===== src/rtl/regfile_pkg.sv =====
// regfile_pkg
// Shared definitions for the multi-port register file:
//   - default geometry constants (data width, address width, read ports)
//   - number of write ports (fixed at two)
//   - get_field(): extracts lane idx of width w from a packed port vector
package regfile_pkg;

    localparam int DEF_DATA_W = 8;
    localparam int DEF_ADDR_W = 3;
    localparam int DEF_NUM_RD = 2;
    localparam int NUM_WR     = 2;

    // Widest packed port vector get_field() can handle.
    localparam int FIELD_VEC_W = 512;
    typedef logic [FIELD_VEC_W-1:0] field_vec_t;

    // Lane idx of width w, right-aligned and zero-extended.
    // Callers widen the packed vector and narrow the result with a size cast.
    function automatic field_vec_t get_field(input field_vec_t vec,
                                             input int idx,
                                             input int w);
        field_vec_t mask;
        mask = (field_vec_t'(1) << w) - field_vec_t'(1);
        return (vec >> (idx * w)) & mask;
    endfunction

endpackage


===== src/rtl/regfile_if.sv =====
// regfile_if
// Bus between the datapath (master) and the register file (slave).
//   wr_en     [NUM_WR]          per-write-port enable, port 1 is bit 1
//   wr_addr   [NUM_WR*ADDR_W]   packed write addresses
//   wr_data   [NUM_WR*DATA_W]   packed write data
//   iss_valid                   mark iss_addr busy
//   iss_addr  [ADDR_W]          destination register being issued
//   rd_addr   [NUM_RD*ADDR_W]   packed read addresses
//   rd_data   [NUM_RD*DATA_W]   packed read data
//   rd_busy   [NUM_RD]          read register has an outstanding producer
//   busy_vec  [2**ADDR_W]       raw scoreboard state
interface regfile_if
    import regfile_pkg::*;
#(
    parameter int DATA_W = DEF_DATA_W,
    parameter int ADDR_W = DEF_ADDR_W,
    parameter int NUM_RD = DEF_NUM_RD
) ();

    logic [NUM_WR-1:0]        wr_en;
    logic [NUM_WR*ADDR_W-1:0] wr_addr;
    logic [NUM_WR*DATA_W-1:0] wr_data;
    logic                     iss_valid;
    logic [ADDR_W-1:0]        iss_addr;
    logic [NUM_RD*ADDR_W-1:0] rd_addr;
    logic [NUM_RD*DATA_W-1:0] rd_data;
    logic [NUM_RD-1:0]        rd_busy;
    logic [2**ADDR_W-1:0]     busy_vec;

    modport master (
        output wr_en, wr_addr, wr_data, iss_valid, iss_addr, rd_addr,
        input  rd_data, rd_busy, busy_vec
    );

    modport slave (
        input  wr_en, wr_addr, wr_data, iss_valid, iss_addr, rd_addr,
        output rd_data, rd_busy, busy_vec
    );

endinterface


===== src/rtl/regfile_scoreboard.sv =====
// regfile_scoreboard
// Per-register busy bits. Issue sets a bit, any enabled write port
// targeting the register clears it; a same-cycle issue wins over the clear
// because the new producer supersedes the completing one.
//   clk, reset_n      clock, asynchronous active-low reset
//   wr_en_i           per-write-port enable
//   wr_addr_i         packed write addresses
//   iss_valid_i       issue strobe
//   iss_addr_i        issued destination
//   busy_vec_o        registered busy bits
module regfile_scoreboard
    import regfile_pkg::*;
#(
    parameter int ADDR_W   = DEF_ADDR_W,
    parameter int ZERO_REG = 0
) (
    input  logic                     clk,
    input  logic                     reset_n,
    input  logic [NUM_WR-1:0]        wr_en_i,
    input  logic [NUM_WR*ADDR_W-1:0] wr_addr_i,
    input  logic                     iss_valid_i,
    input  logic [ADDR_W-1:0]        iss_addr_i,
    output logic [2**ADDR_W-1:0]     busy_vec_o
);

    localparam int DEPTH = 2**ADDR_W;

    logic [DEPTH-1:0] busy_q;
    logic [DEPTH-1:0] busy_d;
    logic [DEPTH-1:0] set_mask;
    logic [DEPTH-1:0] clr_mask;

    always_comb begin
        set_mask = iss_valid_i ? (DEPTH'(1) << iss_addr_i) : '0;
        clr_mask = '0;
        for (int p = 0; p < NUM_WR; p++) begin
            if (wr_en_i[p]) begin
                clr_mask = clr_mask |
                    (DEPTH'(1) << ADDR_W'(get_field(field_vec_t'(wr_addr_i), p, ADDR_W)));
            end
        end
        // Set is applied after clear so it takes priority.
        busy_d = (busy_q & ~clr_mask) | set_mask;
        if (ZERO_REG != 0) begin
            busy_d[0] = 1'b0;
        end
    end

    always_ff @(posedge clk or negedge reset_n) begin
        if (!reset_n) begin
            busy_q <= '0;
        end else begin
            busy_q <= busy_d;
        end
    end

    assign busy_vec_o = busy_q;

endmodule


===== src/rtl/regfile_mp.sv =====
// regfile_mp
// Multi-port register file: two write ports (port 1 wins on address
// conflict), NUM_RD combinational read ports with optional write-through
// bypass, optional hardwired-zero register 0, and a busy scoreboard.
//   clk      rising-edge clock
//   reset_n  asynchronous active-low reset; clears storage and scoreboard
//            and forces all read outputs to 0 while held
//   bus      regfile_if slave modport (write, issue, read, busy signals)
module regfile_mp
    import regfile_pkg::*;
#(
    parameter int DATA_W   = DEF_DATA_W,
    parameter int ADDR_W   = DEF_ADDR_W,
    parameter int NUM_RD   = DEF_NUM_RD,
    parameter int ZERO_REG = 0,
    parameter int BYPASS   = 1
) (
    input  logic     clk,
    input  logic     reset_n,
    regfile_if.slave bus
);

    localparam int DEPTH = 2**ADDR_W;

    logic signed [DATA_W-1:0] mem_q [DEPTH];
    logic signed [DATA_W-1:0] mem_d [DEPTH];

    logic        [ADDR_W-1:0] waddr   [NUM_WR];
    logic signed [DATA_W-1:0] wdata   [NUM_WR];
    logic        [NUM_WR-1:0] wen_eff;

    logic [DEPTH-1:0]         busy_vec;
    logic [NUM_RD*DATA_W-1:0] rd_data_pk;
    logic [NUM_RD-1:0]        rd_busy_pk;

    // Unpack write ports; writes to r0 are dropped when it is hardwired.
    always_comb begin
        for (int p = 0; p < NUM_WR; p++) begin
            waddr[p]   = ADDR_W'(get_field(field_vec_t'(bus.wr_addr), p, ADDR_W));
            wdata[p]   = DATA_W'(get_field(field_vec_t'(bus.wr_data), p, DATA_W));
            wen_eff[p] = bus.wr_en[p] && !((ZERO_REG != 0) && (waddr[p] == '0));
        end
    end

    // Ascending port order: port 1 is applied last and wins a conflict.
    always_comb begin
        mem_d = mem_q;
        for (int p = 0; p < NUM_WR; p++) begin
            if (wen_eff[p]) begin
                mem_d[waddr[p]] = wdata[p];
            end
        end
    end

    always_ff @(posedge clk or negedge reset_n) begin
        if (!reset_n) begin
            for (int i = 0; i < DEPTH; i++) begin
                mem_q[i] <= '0;
            end
        end else begin
            mem_q <= mem_d;
        end
    end

    regfile_scoreboard #(
        .ADDR_W   (ADDR_W),
        .ZERO_REG (ZERO_REG)
    ) u_scoreboard (
        .clk         (clk),
        .reset_n     (reset_n),
        .wr_en_i     (bus.wr_en),
        .wr_addr_i   (bus.wr_addr),
        .iss_valid_i (bus.iss_valid),
        .iss_addr_i  (bus.iss_addr),
        .busy_vec_o  (busy_vec)
    );

    // Read muxes. A bypassed read also masks rd_busy: the producer is
    // completing this very cycle, so the returned value is already final.
    always_comb begin : read_mux
        logic        [ADDR_W-1:0] ra;
        logic        [NUM_WR-1:0] hit;
        logic signed [DATA_W-1:0] word;
        logic                     bsy;
        rd_data_pk = '0;
        rd_busy_pk = '0;
        ra         = '0;
        hit        = '0;
        word       = '0;
        bsy        = 1'b0;
        for (int k = 0; k < NUM_RD; k++) begin
            ra = ADDR_W'(get_field(field_vec_t'(bus.rd_addr), k, ADDR_W));
            for (int p = 0; p < NUM_WR; p++) begin
                hit[p] = bus.wr_en[p] && (waddr[p] == ra);
            end
            word = mem_q[ra];
            if (BYPASS != 0) begin
                for (int p = 0; p < NUM_WR; p++) begin
                    if (hit[p]) begin
                        word = wdata[p];
                    end
                end
            end
            if ((ZERO_REG != 0) && (ra == '0)) begin
                word = '0;
            end
            bsy = busy_vec[ra] && !((BYPASS != 0) && (|hit));
            // Bypass would otherwise leak write data through during reset.
            if (!reset_n) begin
                word = '0;
                bsy  = 1'b0;
            end
            rd_data_pk[k*DATA_W +: DATA_W] = word;
            rd_busy_pk[k]                  = bsy;
        end
    end

    assign bus.rd_data  = rd_data_pk;
    assign bus.rd_busy  = rd_busy_pk;
    assign bus.busy_vec = busy_vec;

endmodule


===== src/flat_wrapper.sv =====
// flat-port wrapper written by rule: the top's interface ports become plain ports
module regfile_mp_flat import regfile_pkg::*;
#(
    parameter int DATA_W   = DEF_DATA_W,
    parameter int ADDR_W   = DEF_ADDR_W,
    parameter int NUM_RD   = DEF_NUM_RD,
    parameter int ZERO_REG = 0,
    parameter int BYPASS   = 1
)
  (clk, reset_n, bus_wr_en, bus_wr_addr, bus_wr_data, bus_iss_valid, bus_iss_addr, bus_rd_addr, bus_rd_data, bus_rd_busy, bus_busy_vec);
  regfile_if #(.DATA_W(DATA_W), .ADDR_W(ADDR_W), .NUM_RD(NUM_RD)) bus_i ();
  input  logic clk;
  input  logic reset_n;
  input wire logic [$bits(bus_i.wr_en)-1:0] bus_wr_en;
  input wire logic [$bits(bus_i.wr_addr)-1:0] bus_wr_addr;
  input wire logic [$bits(bus_i.wr_data)-1:0] bus_wr_data;
  input wire logic [$bits(bus_i.iss_valid)-1:0] bus_iss_valid;
  input wire logic [$bits(bus_i.iss_addr)-1:0] bus_iss_addr;
  input wire logic [$bits(bus_i.rd_addr)-1:0] bus_rd_addr;
  output wire logic [$bits(bus_i.rd_data)-1:0] bus_rd_data;
  output wire logic [$bits(bus_i.rd_busy)-1:0] bus_rd_busy;
  output wire logic [$bits(bus_i.busy_vec)-1:0] bus_busy_vec;
  assign bus_i.wr_en = bus_wr_en;
  assign bus_i.wr_addr = bus_wr_addr;
  assign bus_i.wr_data = bus_wr_data;
  assign bus_i.iss_valid = bus_iss_valid;
  assign bus_i.iss_addr = bus_iss_addr;
  assign bus_i.rd_addr = bus_rd_addr;
  assign bus_rd_data = bus_i.rd_data;
  assign bus_rd_busy = bus_i.rd_busy;
  assign bus_busy_vec = bus_i.busy_vec;
  regfile_mp #(.DATA_W(DATA_W), .ADDR_W(ADDR_W), .NUM_RD(NUM_RD), .ZERO_REG(ZERO_REG), .BYPASS(BYPASS)) u_core (.clk(clk), .reset_n(reset_n), .bus(bus_i));
endmodule

===== config.mk =====
export PLATFORM = sky130hd
export DESIGN_NAME = regfile_mp_flat
export DESIGN_NICKNAME = d
export VERILOG_FILES = /design/src/rtl/regfile_pkg.sv /design/src/rtl/regfile_if.sv /design/src/rtl/regfile_scoreboard.sv /design/src/rtl/regfile_mp.sv /design/src/flat_wrapper.sv
export SDC_FILE = /design/constraint.sdc
export NUM_CORES = 1
export LEC_CHECK = 0
export CORE_MARGIN = 2
export CORE_UTILIZATION = 52
export CTS_CLUSTER_SIZE = 28
export DETAILED_ROUTE_END_ITERATION = 6
export GPL_ROUTABILITY_DRIVEN = 0
export PLACE_DENSITY = 0.75
export REMOVE_ABC_BUFFERS = 1
export SLEW_MARGIN = 20
export SYNTH_ARGS = -nofsm -noshare
export SYNTH_HDL_FRONTEND = slang
export SYNTH_SLANG_ARGS = --single-unit

===== constraint.sdc =====
create_clock -name clk -period 1.8 [get_ports clk]
set_clock_uncertainty 0.2 [all_clocks]
set_input_delay 0.27 -clock clk [delete_from_list [all_inputs] [get_ports clk]]
set_output_delay 0.27 -clock clk [all_outputs]
set_load 0.01 [all_outputs]

Word-level counts from Yosys, hierarchy flattened

Index checks and enable logic that the tools add are counted.

Register bits: 72
Output and inout port bits: 26
Word-level logic and storage cells: 73

Order comparisons: 8
Equal/unequal tests: 4
Shifts and indexed selects: 3
Muxes and demuxes: 29
Bitwise operators: 8
Reductions and logical operators: 12

Operators by type and width:

| operator                                                                      | number |
|---|---|
| 64-bit bitwise mux                                                            | 2 |
| 64-bit 2-to-1 mux                                                             | 2 |
| 8-bit 2-to-1 mux                                                              | 15 |
| 8-bit binary-select mux with 3-bit select                                     | 2 |
| 8-bit demux with 3-bit select                                                 | 2 |
| 1-bit by 3-bit << shifter with 8-bit output (first input constant)            | 3 |
| 4-bit >= comparator (second input constant)                                   | 4 |
| 3-bit NOT with 4-bit output                                                   | 4 |
| 8-bit OR                                                                      | 2 |
| 3-bit equality test                                                           | 4 |
| 8-bit AND                                                                     | 1 |
| 1-bit logical AND                                                             | 8 |
| 3-bit by 4-bit less-than comparator with 1-bit output (second input constant) | 2 |
| 4-bit by 1-bit less-than comparator with 1-bit output (second input constant) | 2 |
| 8-bit NOT                                                                     | 1 |
| 1-bit binary-select mux with 3-bit select                                     | 2 |
| 1-bit 2-to-1 mux                                                              | 4 |
| 2-bit OR reduction                                                            | 2 |
| 1-bit zero test                                                               | 2 |

Longest topological paths before layout

Gate-level depths: netlist of the first run.

Word-level depth: 9
Gate-level depth with buffers: 7
Mapped depth without buffers: 4

Hierarchy

From an unflattened synthesis of the first run, not the netlist that was laid out.

Cell total of the unflattened synthesis: 545
Area total of the unflattened synthesis: 5475.3 um2

Modules (own cells, without submodules):

| module             | instances | cells each | area an instance (um2) |
|---|---|---|---|
| regfile_mp         | 1         | 507        | 5007.3 |
| regfile_scoreboard | 1         | 38         | 467.9 |

Worst setup path before layout of the first run

No wires, ideal clock.

Kind: input-to-output
From: in bus_rd_addr[3]
To: out bus_rd_busy[1]
Arrival time: 1.399 ns
Data required time: 1.330 ns
Setup slack: -0.069 ns
Stages on the path: 6
Path buffers: 3
Path through: buf_6 > buf_12 > mux4_1 > mux2i_1 > nor2_1 > buf_4

Longest elaborated chain between the ends: 6
Elaborated cells between the ends (all ways): 10

RTL lines:

| element             | line               | text |
|---|---|---|
| from (decl)         | flat_wrapper.sv:19 | `input wire logic [$bits(bus_i.rd_addr)-1:0] bus_rd_addr;` |
| 3-bit equality test | regfile_mp.sv:94   | `hit[p] = bus.wr_en[p] && (waddr[p] == ra);` |
| 1-bit logical AND   | regfile_mp.sv:94   |  |
| 2-bit OR reduction  | regfile_mp.sv:107  | `bsy = busy_vec[ra] && !((BYPASS != 0) && (\|hit));` |
| 1-bit zero test     | regfile_mp.sv:107  |  |
| 1-bit logical AND * | regfile_mp.sv:107  |  |
| 1-bit 2-to-1 mux *  | regfile_mp.sv:109  | `if (!reset_n) begin` |
| to (decl)           | flat_wrapper.sv:21 | `output wire logic [$bits(bus_i.rd_busy)-1:0] bus_rd_busy;` |

Mark *: on every way between the ends. The rest lies on a longest branch, timed or not. The select of a mux whose other input is x is not followed.

Worst setup path after layout of the first run

From: reg u_core.mem_q[41] (netlist name)
To: out bus_rd_data[9]

Longest elaborated chain between the ends: 6

RTL lines:

| element                                              | line               | text |
|---|---|---|
| from (decl)                                          | regfile_mp.sv:25   | `logic signed [DATA_W-1:0] mem_q [DEPTH];` |
| from (signal assigned)                               | regfile_mp.sv:61   | `mem_q <= mem_d;` |
| 8-bit binary-select mux with 3-bit select            | regfile_mp.sv:96   | `word = mem_q[ra];` |
| 8-bit 2-to-1 mux (not written as such) (2 in series) | regfile_mp.sv:96   |  |
| 8-bit 2-to-1 mux (2 in series)                       | regfile_mp.sv:99   | `if (hit[p]) begin` |
| 8-bit 2-to-1 mux                                     | regfile_mp.sv:109  |  |
| to (decl)                                            | flat_wrapper.sv:20 | `output wire logic [$bits(bus_i.rd_data)-1:0] bus_rd_data;` |

No other way between the ends. The select of a mux whose other input is x is not followed.

==> results.md, run 1 <==
* Initial antenna violation count at 0
* Max Fclk at a little over 400 MHz
* Number of distinct library cell variants in the gate-level netlist after synthesis at 36
* Final Slew Violations at 0
* Synth async-reset ratio at 100.0%
* Pin count of the biggest net entering global routing at 19
* Crit path time final at 2428 ps
* Final setup vio count at 19
* Vias at 6325
* Critical path data required time at around 1300 ps
* Run status: finished, violations left
* CTS Root Buffer Type: clkbuf_8
* Area of the die at around 11000 sq um
* Global Route Usage Sum at 44.45%
* Static Leakage at roughly 3.6 nW
* Final Net Count at 783
* Summed instance area of the synthesized netlist at 5224 sq um
* Core region area at 9774 sq um
* Leading cell types by total area after synthesis: dfrtp_1 (34%), mux2i_1 (19%), mux4_1 (8.6%)
* Largest driver fanout on the critical path at 2
* Critical Path, Cell by Cell: mux4_2 -> o211ai_1 -> a31oi_2 -> buf_2
* Fin Hold WS at 224.5 ps
* Fraction of final layout cells sized beyond drive strength 1 at between 40% and 50%
* Total of flip-flops plus latches after synthesis at 72
* TritonCTS clock tree: yes
* Gate Count Post-Synth at roughly 530
* Cell accounting for the most synthesized area: dfrtp_1
* Most frequent cell after synthesis: mux2i_1
* Vias in the first global route at 6378
* Buffering stage count on the worst path with inverters included at 1
* DP Wirelength at 14090 um
* Number of port buffers at 61
* Worst supply voltage drop on vdd at 0.4360 mV
* Origin of the critical flop-to-flop path: u_core.u_scoreboard.busy_vec_o[4]
* Data arrival time at the worst-slack endpoint at 1960 ps
* Register area at 1802 sq um
* Total area of multi-input combinational cells at approximately 3400 sq um
* Normalized max-slew margin at between 40% and 50%
* Pre-Repair DR Iteration Count at 6
* Reg-to-reg setup timing slack at about 480 ps
* Max clock buf depth at 2
* Yosys warnings at 0
* Boundary Pins at 62
* Number of synthesized flops with an enable pin at 0
* Element type at the critical path start: flip-flop
* Origin of the worst setup path: u_core.mem_q[41]
* Sequential fraction of the synthesis area at about a third
* Count of antenna-violating nets left after detailed routing at 0
* Worst-case setup slack after placement at -1116 ps
* Crit share post-route at 134.9%
* Violations in the final reports: setup timing
* Average footprint of a synthesized cell at 9.819 sq um
* Family with the most delay on the worst path: compound AO/OA/AOI/OAI gates
* First-pass GRT wire length at 36580 um
* Diodes inserted at 0
* Hold Vio Cnt, Final at 0
* Placement Rows at 36
* Fill cell count at 552
* Critical register-to-register path endpoint: u_core.u_scoreboard.busy_vec_o[4]
* Starting Density at 53.44%
* Worst Reg-to-Reg Cells at 5
* Sink Count at between 70 and 80
* Most used flip-flop cell after synthesis: dfrtp_1
* Transition time of the tightest slew-check pin at 876.0 ps
* Average wire length per cell after detail routing at between 20 and 30 um
* Worst skew pair latency at between 300 and 400 ps
* Critical path endpoint category: output port
* Clock transition at the registers of the reported paths at 100 ps
* Area growth from synthesis to final layout at 50.04%
* Chip Height at between 100 and 150 um
* Total wirelength of the detailed-routed design at 25510 um
* Setup CP Type: flip-flop to output port
* Overflow left after global routing at 0
* Crit-path max cell delay at 480 ps
* Area share of the largest cell type after synthesis at 34.49%
* Setup WS post-layout at -627.6 ps
* RSZ-0062 raised after global routing: true
* Level count of the clock H-tree at 3
* Vias per cell at 7.147
* Count of max-cap constraint violations at 0
* Power per cell area at 884.3 nW/um^2
* Post-route DRC violation count at 0
* Most frequent cells after synthesis: mux2i_1 (98), dfrtp_1 (72), nand2_1 (52)
* Hold WC Path Type: input port to asynchronous set/reset pin
* Die boundary width at 104.2 um
* Standard cell with the maximum stage delay on the critical path: mux4_2
* Number of violations reported at the end of detailed-routing iteration 0 at 936
* Clock buffers created by TritonCTS at 9
## metal layers
| metal | track usage, % | vias up | wire (um) |
|---|---|---|---|
| met5 | 0 | - | 0 |
| li1 | - | 2379 | - |
| met2 | 68.52 | 795 | 10740 |
| met1 | 52.49 | 2868 | 8321 |
| met3 | 12.59 | 283 | 3684 |
| met4 | 34.07 | 0 | 2757 |
## worst max path at each step
stage                                  end  slack, ps  depth (start not counted)
after CTS                   bus_rd_data[9]       -540                          4
after floorplan           u_core.mem_q[40]       -260                          4
after global routing        bus_rd_data[9]       -660                          6
after global placement      bus_rd_data[9]      -1070                          7
final                       bus_rd_data[9]       -630                          4
after detailed placement   bus_rd_data[12]      -1120                          6
## flip-flops by register name, indices dropped and copies added (netlist names)
signal	count
u_core.u_scoreboard.busy_vec_o	8
u_core.mem_q	64
## per-stage QoR
step           total power [mW]  setup TNS [ps]  area [sq um]  cells  util (%)
6_report                  6.931           -7997          7838    885     80.18
5_1_grt                   7.061           -9282          7838    885     80.18
4_1_cts                   6.474           -7452          7752    879     79.31
3_5_place_dp              4.526          -39450          7009    828     71.71
3_3_place_gp              4.412          -37810          7009    828     71.71
2_1_floorplan             3.149           -6011          4866    473         -
## layout by cell type (no fill, tap or decap), types with 6 or more instances in the layout
cell type and instances:
nand4b_1 6, dfrtp_1 72, o21ai_1 10, dlygate4sd2_1 10, clkbuf_8 9, mux4_2 20
nand2b_4 10, a22oi_1 10, nand3_1 6, buf_2 20, mux2i_1 97, nor2_1 34
o21ai_0 41, buf_12 13, a22oi_2 6, buf_6 17, a31oi_1 10, clkdlybuf4s50_1 20
o211ai_1 8, nand3_2 6, buf_4 170, nand2_1 51, a21oi_1 32
## tightest hold or removal path, stage by stage
cell and delay, ps:
buf_4 130, buf_4 120, dlygate4sd3_1 640
## area by class of cell
class | count | area share (%)
Tap cell | 133 | 2.123
Multi-Input combinational cell | 400 | 43.39
Sequential cell | 72 | 22.99
Inverter | 2 | 0.09579
Clock buffer | 10 | 1.628
Clock inverter | 6 | 1.469
Timing Repair Buffer | 262 | 28.30
## what timing repair did
| item | 4_1_cts | 5_1_grt |
|---|---|---|
| pin swaps | 42 | 20 |
| endpoints found under the hold margin | 72 | 1 |
| cloned | 2 | 0 |
| endpoints found under the setup margin | 43 | 45 |
| hold buffers | 3 | 1 |
| resized for setup | 183 | 28 |
| buffers inserted | 30 | 6 |
## power by group
part / leakage (nW) / internal [mW] / switching (mW)
clock: 0.117 / 0.933 / 0.766
sequential: 0.853 / 1.97 / 0.293
combinational: 2.68 / 1.54 / 1.43
total: 3.65 / 4.45 / 2.49
## kinds of logic (layout without fill, tap and decap cells)
logic type,count (synthesis),in the layout,share of synthesized area [%]
XOR/XNOR,12,12,2.012
multiplexers,118,118,28.62
flip-flops,72,72,34.49
buffers and inverters,61,280,6.994
AO/OA/AOI/OAI,128,128,14.08
AND/OR/NAND/NOR,141,142,13.80
(Power assumes the default switching activity.)
==> run 2, diff against run 1 <==
- SKIP_LAST_GASP: default -> 1
==> results.md, run 2 (synthesis results as in run 1) <==
* Run status: finished, violations left
* Violations in the final reports: DRC, setup timing
* Vias in the first global route at 6328
* Max clock buf depth at 2
* Count of antenna-violating nets left after detailed routing at 0
* Register containing the most flip-flops in the final layout: u_core.mem_q
* Number of port buffers at slightly above 60
* Fill cell count at 530
* Worst supply voltage drop on vdd at 0.5085 mV
* Power per cell area at 876.6 nW/um^2
* Switching component of the power at 2.522 mW
* Fraction of final layout cells sized beyond drive strength 1 at 43.96%
* Pre-Repair DR Iteration Count at 7
* Die boundary width at 104.2 um
* Cell Count, Final, Fillers Out at 895
* Total wirelength of the detailed-routed design at between 20000 and 30000 um
* Sink Count at 72
* Element type at the critical path start: flip-flop
* TritonCTS clock tree: yes
* DP Wirelength at between 10000 and 15000 um
* Register area at 1802 sq um
* Most used cells in the layout excluding fill and tap cells: buf_4 (179), mux2i_1 (94), dfrtp_1 (72)
* Overflow left after global routing at 0
* Placement Rows at 36
* Reg-to-reg setup timing slack at approximately 170 ps
* Clock buffers created by TritonCTS at 9
* CTS Root Buffer Type: clkbuf_8
* Origin of the critical flop-to-flop path: u_core.mem_q[57]
* Critical Path, Cell by Cell: mux4_2 -> o211ai_1 -> a31oi_2 -> buf_2
* Worst Reg-to-Reg Cells at 3
* Critical path endpoint category: output port
* Worst-case setup slack after placement at -1116 ps
* Fin Hold WS at 257.2 ps
* Largest driver fanout on the critical path at 2
* Max Fclk at 406.5 MHz
* Normalized max-slew margin at 43.14%
* Static Leakage at about 3.7 nW
* Pin count of the biggest net entering global routing at 19
* Core region area at 9774 sq um
* Count of max-cap constraint violations at 0
* Diodes inserted at 0
* Flop pwr share at 32.3%
* Total Power at 6.984 mW
* Buffering stage count on the worst path with inverters included at 1
* Vias at about 6500
* Crit path time final at between 2000 and 2500 ps
* Final setup vio count at 21
* Starting Density at between 50 and 60%
* Chip Height at 104.2 um
* Total area of multi-input combinational cells at 3430 sq um
* Most frequent standard cell in the layout excluding fill and tap cells: buf_4
* RSZ-0062 raised after global routing: true
* Stages on worst setup path at 4
* Global Route Usage Sum at 45.68%
* Standard cell with the maximum stage delay on the critical path: mux4_2
* Internal Pwr Total at roughly 4.5 mW
* Boundary Pins at 62
* Worst skew pair latency at 370 ps
* Transition time of the tightest slew-check pin at 850.1 ps
* Initial antenna violation count at 0
* Final Net Count at 793
* Max FFs per register at between 60 and 70
* Critical path data required time at 1330 ps
* Data arrival time at the worst-slack endpoint at 1990 ps
* Crit share post-route at 136.7%
* Area growth from synthesis to final layout at 52.53%
* Crit-path max cell delay at 570 ps
* Level count of the clock H-tree at 3
* Clock transition at the registers of the reported paths at approximately 90 ps
* Origin of the worst setup path: u_core.mem_q[32]
* Hold WC Path Type: input port to asynchronous set/reset pin
* Combinational cell fraction of total power at 43.8%
* Setup CP Type: flip-flop to output port
* Average wire length per cell after detail routing at approximately 30 um
* Area of the die at 10860 sq um
* First-pass GRT wire length at 37220 um
* Number of violations reported at the end of detailed-routing iteration 0 at 1183
* Capture point of the worst path: bus_rd_data[8]
* Post-route DRC violation count at 52
* Placed insts at 828
* Family with the most delay on the worst path: multiplexers
* Critical register-to-register path endpoint: u_core.mem_q[57]
* Hold Vio Cnt, Final at 0
* Switching Share at 36.12%
* Vias per cell at just over 7
* Clk network pwr share at 23.9%
* Setup WS post-layout at -659.7 ps
* Final Slew Violations at 0
* Final Util at between 80% and 90%
-- run 2: cell count changes in the layout (fill, tap and decap cells not counted), moves of 2 or more --
cell	before	now
xnor2_1	4	2
o21ai_0	41	39
buf_4	170	179
buf_6	17	15
xnor2_2	4	6
o21ai_2	0	2
mux2i_2	1	3
mux2i_1	97	94
clkbuf_16	0	2
-- run 2: worst min-delay path by stage --
stage                       start  cells after the start          endpoint
after floorplan           reset_n                      0   u_core.mem_q[0]
after global placement    reset_n                      1  u_core.mem_q[63]
after detailed placement  reset_n                      1  u_core.mem_q[63]
after CTS                 reset_n                      2  u_core.mem_q[63]
after global routing      reset_n                      3  u_core.mem_q[36]
final                     reset_n                      3  u_core.mem_q[36]
-- run 2: worst register-to-register path, stage by stage, from the launching register on --
cell and delay (ps):
dfrtp_1 410, buf_4 150, mux2i_1 80, o21ai_0 620
-- run 2: metal layers --
| metal | vias up | track usage (%) | routed length [um] |
|---|---|---|---|
| met5 | - | 0 | 0 |
| met4 | 0 | 34.17 | 3278 |
| met3 | 301 | 11.28 | 4170 |
| met2 | 823 | 72.98 | 11140 |
| met1 | 2935 | 53.16 | 8268 |
| li1 | 2411 | - | - |
-- run 2: timing repair --
item	CTS	global route
cloned	2	2
endpoints found under the hold margin	72	1
hold buffers	3	1
buffers inserted	30	13
endpoints found under the setup margin	43	51
gates resized for setup	179	38
pin swaps	41	21
-- run 2: power groups by stage --
stage | sequential (mW) | clock [mW] | combinational (mW)
after floorplan | 2.20 | 0 | 0.951
after global placement | 2.19 | 0 | 2.23
after detailed placement | 2.22 | 0 | 2.31
after CTS | 2.19 | 1.62 | 2.65
after global routing | 2.25 | 1.74 | 3.13
final | 2.26 | 1.67 | 3.06
-- run 2: area by class of cell --
class | instances | area share (%)
Timing Repair Buffer | 272 | 29.11
Clock buffer | 10 | 1.602
Inverter | 2 | 0.09422
Sequential cell | 72 | 22.61
Tap cell | 133 | 2.089
Clock inverter | 6 | 1.445
Multi-Input combinational cell | 400 | 43.04
-- run 2: through the flow --
stage | TNS [ps] | area (sq um)
5_1_grt | -9850 | 7968
3_3_place_gp | -37810 | 7009
3_5_place_dp | -39450 | 7009
2_1_floorplan | -6011 | 4866
4_1_cts | -7481 | 7745
6_report | -9356 | 7968
